--- src/rtl/pixel_line_packer.sv ---
// Packs a stream of RGB pixels into wide SRAM line words and writes one frame.
// Latency: write_enable asserts the cycle after the last slot of a line is accepted.
// Backpressure: pixel_ready drops for exactly one cycle per line (the WRITE cycle) and outside a frame.
//
// Ports:
//   clk, reset            - single clock, synchronous active-high reset
//   start, base_address   - begin a frame at base_address (accepted only in IDLE)
//   pixel_valid/_data     - upstream pixel stream, accepted when pixel_ready is high
//   pixel_ready           - high while filling a line
//   flush                 - end the frame early; a partial line is padded with all-ones and written
//   write_data, address   - packed line and its SRAM word address
//   write_enable          - one-cycle write strobe
//   busy, done            - frame in progress / one-cycle completion pulse
module pixel_line_packer #(
  parameter int PIXEL_W     = 24,
  parameter int LINE_PIXELS = 64,
  parameter int FRAME_WORDS = 3264
) (
  input  logic                           clk,
  input  logic                           reset,
  input  logic                           start,
  input  logic [23:0]                    base_address,
  input  logic                           pixel_valid,
  input  logic [PIXEL_W-1:0]             pixel_data,
  output logic                           pixel_ready,
  input  logic                           flush,
  output logic [LINE_PIXELS*PIXEL_W-1:0] write_data,
  output logic [23:0]                    address,
  output logic                           write_enable,
  output logic                           busy,
  output logic                           done
);

  localparam int FILL_W = (LINE_PIXELS > 1) ? $clog2(LINE_PIXELS) : 1;
  localparam int WORD_W = $clog2(FRAME_WORDS + 1);

  typedef enum logic [1:0] {
    IDLE  = 2'd0,
    FILL  = 2'd1,
    WRITE = 2'd2,
    DONE  = 2'd3
  } state_t;

  state_t                               state_q, state_d;
  logic [LINE_PIXELS-1:0][PIXEL_W-1:0]  line_q;
  logic [FILL_W-1:0]                    fill_cnt_q;
  logic [WORD_W-1:0]                    word_cnt_q;
  logic [23:0]                          addr_q;
  logic                                 flush_pending_q;

  logic accept;
  logic last_slot;
  logic last_word;

  assign accept    = (state_q == FILL) && pixel_valid;
  assign last_slot = (fill_cnt_q == FILL_W'(LINE_PIXELS - 1));
  assign last_word = ((word_cnt_q + WORD_W'(1)) == WORD_W'(FRAME_WORDS));

  // Outputs are decoded straight from the registered state, so they are glitch-free
  // and write_data/address are stable for the whole WRITE cycle.
  assign pixel_ready  = (state_q == FILL);
  assign write_enable = (state_q == WRITE);
  assign done         = (state_q == DONE);
  assign busy         = (state_q != IDLE);
  assign write_data   = line_q;
  assign address      = addr_q;

  always_ff @(posedge clk) begin
    if (reset) begin
      state_q <= IDLE;
    end else begin
      state_q <= state_d;
    end
  end

  always_comb begin
    state_d = state_q;
    case (state_q)
      IDLE: begin
        if (start) state_d = FILL;
      end
      FILL: begin
        if (accept && last_slot) begin
          state_d = WRITE;
        end else if (flush) begin
          // An empty line is never written; a flush that coincides with a pixel
          // still owes a write for that pixel.
          state_d = ((fill_cnt_q == '0) && !accept) ? DONE : WRITE;
        end
      end
      WRITE: begin
        state_d = (last_word || flush_pending_q) ? DONE : FILL;
      end
      DONE: begin
        state_d = IDLE;
      end
      default: state_d = IDLE;
    endcase
  end

  always_ff @(posedge clk) begin
    if (reset) begin
      line_q          <= '1;
      fill_cnt_q      <= '0;
      word_cnt_q      <= '0;
      addr_q          <= '0;
      flush_pending_q <= 1'b0;
    end else begin
      case (state_q)
        IDLE: begin
          if (start) begin
            addr_q          <= base_address;
            fill_cnt_q      <= '0;
            word_cnt_q      <= '0;
            line_q          <= '1;
            flush_pending_q <= 1'b0;
          end
        end
        FILL: begin
          if (accept) begin
            line_q[fill_cnt_q] <= pixel_data;
            fill_cnt_q         <= fill_cnt_q + FILL_W'(1);
          end
          // Remembered so the write it triggers (or the one already due) ends the frame.
          if (flush) flush_pending_q <= 1'b1;
        end
        WRITE: begin
          addr_q          <= addr_q + 24'(LINE_PIXELS);
          word_cnt_q      <= word_cnt_q + WORD_W'(1);
          fill_cnt_q      <= '0;
          line_q          <= '1;
          flush_pending_q <= 1'b0;
        end
        default: begin
        end
      endcase
    end
  end

endmodule

--- config.mk ---
export PLATFORM = sky130hd
export DESIGN_NAME = pixel_line_packer
export DESIGN_NICKNAME = d
export VERILOG_FILES = /design/src/rtl/pixel_line_packer.sv
export SDC_FILE = /design/constraint.sdc
export NUM_CORES = 2
export LEC_CHECK = 0
export ABC_CLOCK_PERIOD_IN_PS = 5100
export CAP_MARGIN = 10
export CORE_AREA = 2 2 631 633
export CTS_BUF_LIST = sky130_fd_sc_hd__clkbuf_8
export CTS_CLUSTER_SIZE = 8
export DETAILED_ROUTE_END_ITERATION = 10
export DIE_AREA = 0 0 633 635
export GPL_ROUTABILITY_DRIVEN = 0
export PLACE_DENSITY_LB_ADDON = 0.25
export SYNTH_ARGS = -nofsm -noshare
export SYNTH_HDL_FRONTEND = slang
export SYNTH_SLANG_ARGS = --single-unit
--- constraint.sdc ---
create_clock -name clk -period 5.1 [get_ports clk]
set_input_delay 1.02 -clock clk [delete_from_list [all_inputs] [get_ports clk]]
set_output_delay 1.02 -clock clk [all_outputs]
set_load 0.03 [all_outputs]
==> summary.txt <==
Outcome
  – Result of the run: complete, no violations

Finish
  – # nets final: 8182
  – Fillcell total: 42800
  – Count of placed standard cells in the final layout, fillers left out: 13600
  – Area overhead of the layout relative to synthesis: 45.3%
  – Final core area utilization: 23.3%
  – Share of post-route cells with drive strength above 1: 10.9%

Critical path
  – Slowest-stage cell, CP: clkdlybuf4s50_1
  – Reg2Reg Launch Point: fill_cnt_q[5]
  – Arrival time worst endpoint: 3470 ps
  – Critical Path Max Stage Delay: 890 ps
  – Reg2Reg Capture Point: write_data[672]
  – Buf+Inv Stages, Crit Path: 2
  – Crit path max-delay family: buffers and inverters
  – Required time of the worst setup path: 4080 ps
  – R2R depth: 6
  – R2R Setup Slk: 1430 ps
  – Setup CP Type: reg -> out
  – Beginning of the critical path: state_q[0]
  – Largest fanout on the critical path: 14
  – Critical-path cell list: nand2b_4 > inv_1 > clkdlybuf4s50_1
  – Category of the worst setup path capture point: primary output
  – Sort of element at the start of the critical path: register

Synth
  – Count of synthesis-stage warnings from yosys: 0
  – Post-synth top area share: 50.0%
  – EDFF count, synth: 0
  – Post-synth top cells: 1581 x dfxtp_1, 900 x nor2_1, 770 x a211oi_1, 769 x o21bai_1, 717 x a211o_1
  – Synth Net Count: 6871
  – Biggest area consumer among synthesized cells: dfxtp_1
  – Most repeated cell in the gate-level netlist after synthesis: dfxtp_1
  – Post-synthesis instance area: 63300 sq um
  – Distinct cell type count after synthesis: 62
  – Instance count of the mapped netlist: 6814
  – Async set or reset register ratio after synthesis: 0%
  – Average cell area after synthesis: 9.29 sq um
  – Post-synth top flop: dfxtp_1
  – Dominant cells by area after synthesis: dfxtp_1 50%, a211o_1 9.9%, a211oi_1 9.1%
  – Number of register bits inferred by synthesis: 1581
  – Part of the Yosys area used for sequential elements: 50.0%

STA
  – RSZ-0062 raised after global routing: false
  – Final Hold Viols: 0
  – Final setup violating endpoints: 0
  – Tightest slew margin relative to the limit: 16.4%
  – Tcrit/Tclk final: 88.0%
  – Final Max Slew Viols: 0
  – Highest clock frequency the design can meet: 223 MHz
  – Clock skew after layout: 72.2 ps
  – Slew at the pin with the worst max-slew slack: 1250 ps
  – Tmin final: 4490 ps
  – Min setup slack post-route: 614 ps
  – Accumulated negative setup slack: 0 ps

Power
  – Sw frac: 34.7%
  – Worst IR Drop VDD: 205 uV
  – Sequential group share of total power: 38.9%
  – Switching Power: 12.5 mW
  – Cell Int Power: 23.4 mW
  – Power density over cell area: 390 nW/um^2
  – Reported leakage power: 36.0 nW
  – Relative contribution of the clock network to total power: 36.8%
  – Final total power: 35.8 mW
  – Comb pwr share: 24.3%

Die
  – Area of the core: 395000 sq um
  – Number of ports placed on the die boundary: 1617
  – Die area: 402000 sq um
  – Initial Utilization: 16.0%
  – Die width: 633 um
  – Standard-cell row count: 231
  – Die height: 635 um

Placement
  – Count of port buffers added during placement: 1616
  – Pre-CTS setup slack: 947 ps
  – Number of placed instances, taps included: 13000
  – Post-DP HPWL: 250000 um

Route
  – Post-route DRC violation count: 0
  – Drt first pass iters: 7
  – Final wirelength: 371000 um
  – Vias after detailed routing: 60900
  – Final antenna-violating net count: 0
  – Top Metal Used: met5
  – Routed len/inst: 27.2 um
  – Via density: 4.47
  – First-iteration detailed-routing DRC count: 4111
  – Detail Route met3 WL: 27200 um
  – Met1 routed wirelength after detailed routing: 151000 um
  – Met2 Routed Length: 176000 um

Min path
  – Startpoint of the most critical hold path: write_data[1095]
  – Terminating pin of the worst hold path: write_data[1095]
  – Class of the worst hold path: reg -> reg
  – WHS Path Cells: 1

GRT
  – Number of global-route vias before repair: 58100
  – Antenna violations before repair: 27
  – Wire length of the first global-routing pass: 499000 um
  – Pin count of the biggest net entering global routing: 188
  – Gr ovfl total: 0
  – GRT Overall Usage: 17.4%

Clock tree
  – Number of clock sinks: 1581
  – Number of buffers inserted by post-CTS setup repair: 0
  – Post_cts resized: 0
  – CTS Buf Count: 312
  – Root Driver: clkbuf_8
  – Hold Buf Count CTS: 0
  – Number of H-tree levels: 5
  – Maximum count of clock buffers along a single path: 4
  – Register clock-pin slew on the reported worst setup and hold paths: 60 ps
  – Worst skew pair latency: 1050 ps
  – Clock tree from TritonCTS: yes

Run
  – Max-cap violations: 0
==> cells by family (layout without fill, tap and decap cells) <==
group           after synthesis  after routing  share of synthesized area (%)
other cells                   0             14                              0
compound gates             2517           2517                           30.9
xor+xnor                     16             16                          0.221
mux                           2              2                         0.0336
simple gates               1760           1760                           12.8
flops                      1581           1581                           50.0
buf+inv                     934           2479                           6.06
fa+ha+maj                     4              4                         0.0790
==> layout by cell type (no fill, tap or decap), drive strengths merged, types with 165 or more instances in the layout <==
master	synthesis	final
o21bai	769	769
nor3	681	681
clkdlybuf4s50	0	1591
nor2	914	914
a211oi	770	770
a211o	717	717
buf	316	299
clkbuf	577	386
dfxtp	1581	1581
inv	41	165
==> metrics by stage <==
stage | hold WS (ps) | instance area (sq um)
floorplan | 438 | 63300
global placement | 445 | 85500
detailed placement | 448 | 85600
CTS | 371 | 91800
global route | 402 | 92000
finish | 458 | 92000
==> sequential cells by signal, summed over array words and instances, names as in the netlist <==
signal and flops:
word_cnt_q 12, write_data 1536, flush_pending_q 1, address 24, state_q 2, fill_cnt_q 6
==> worst max-delay path by stage <==
stage                            end  slack [ps]  depth (start not counted)
detailed placement   write_data[368]         950                          6
CTS                      pixel_ready         270                          3
finish                   pixel_ready         610                          3
floorplan           write_data[1028]        2490                          8
global route             pixel_ready         330                          3
global placement     write_data[380]         970                          6
==> final cells by class <==
class / instances / area [sq um] / share of cell area, %
Tap cell: 5242 / 6560 / 7.13
Inverter: 41 / 154 / 0.167
Timing Repair Buffer: 1890 / 18800 / 20.4
Antenna cell: 14 / 35.0 / 0.0381
Clock inverter: 162 / 928 / 1.01
Clock buffer: 386 / 5310 / 5.78
Sequential cell: 1581 / 31700 / 34.4
Multi-Input combinational cell: 4299 / 28600 / 31.1
==> layer usage <==
layer | vias up | GRT usage [%]
li1 | 27600 | -
met4 | 10 | 6.98
met5 | - | 0
met3 | 600 | 4.75
met1 | 30300 | 20.7
met2 | 2374 | 29.6
==> power groups by stage <==
stage               sequential (mW)  combinational [mW]  clock (mW)
finish                         14.0                8.70        13.2
global route                   14.1                9.12        14.1
CTS                            14.0                8.77        13.6
detailed placement             14.2                8.74           0
global placement               14.2                8.70           0
floorplan                      16.0                2.81           0
No activity file was read; power rests on OpenSTA's default activity.
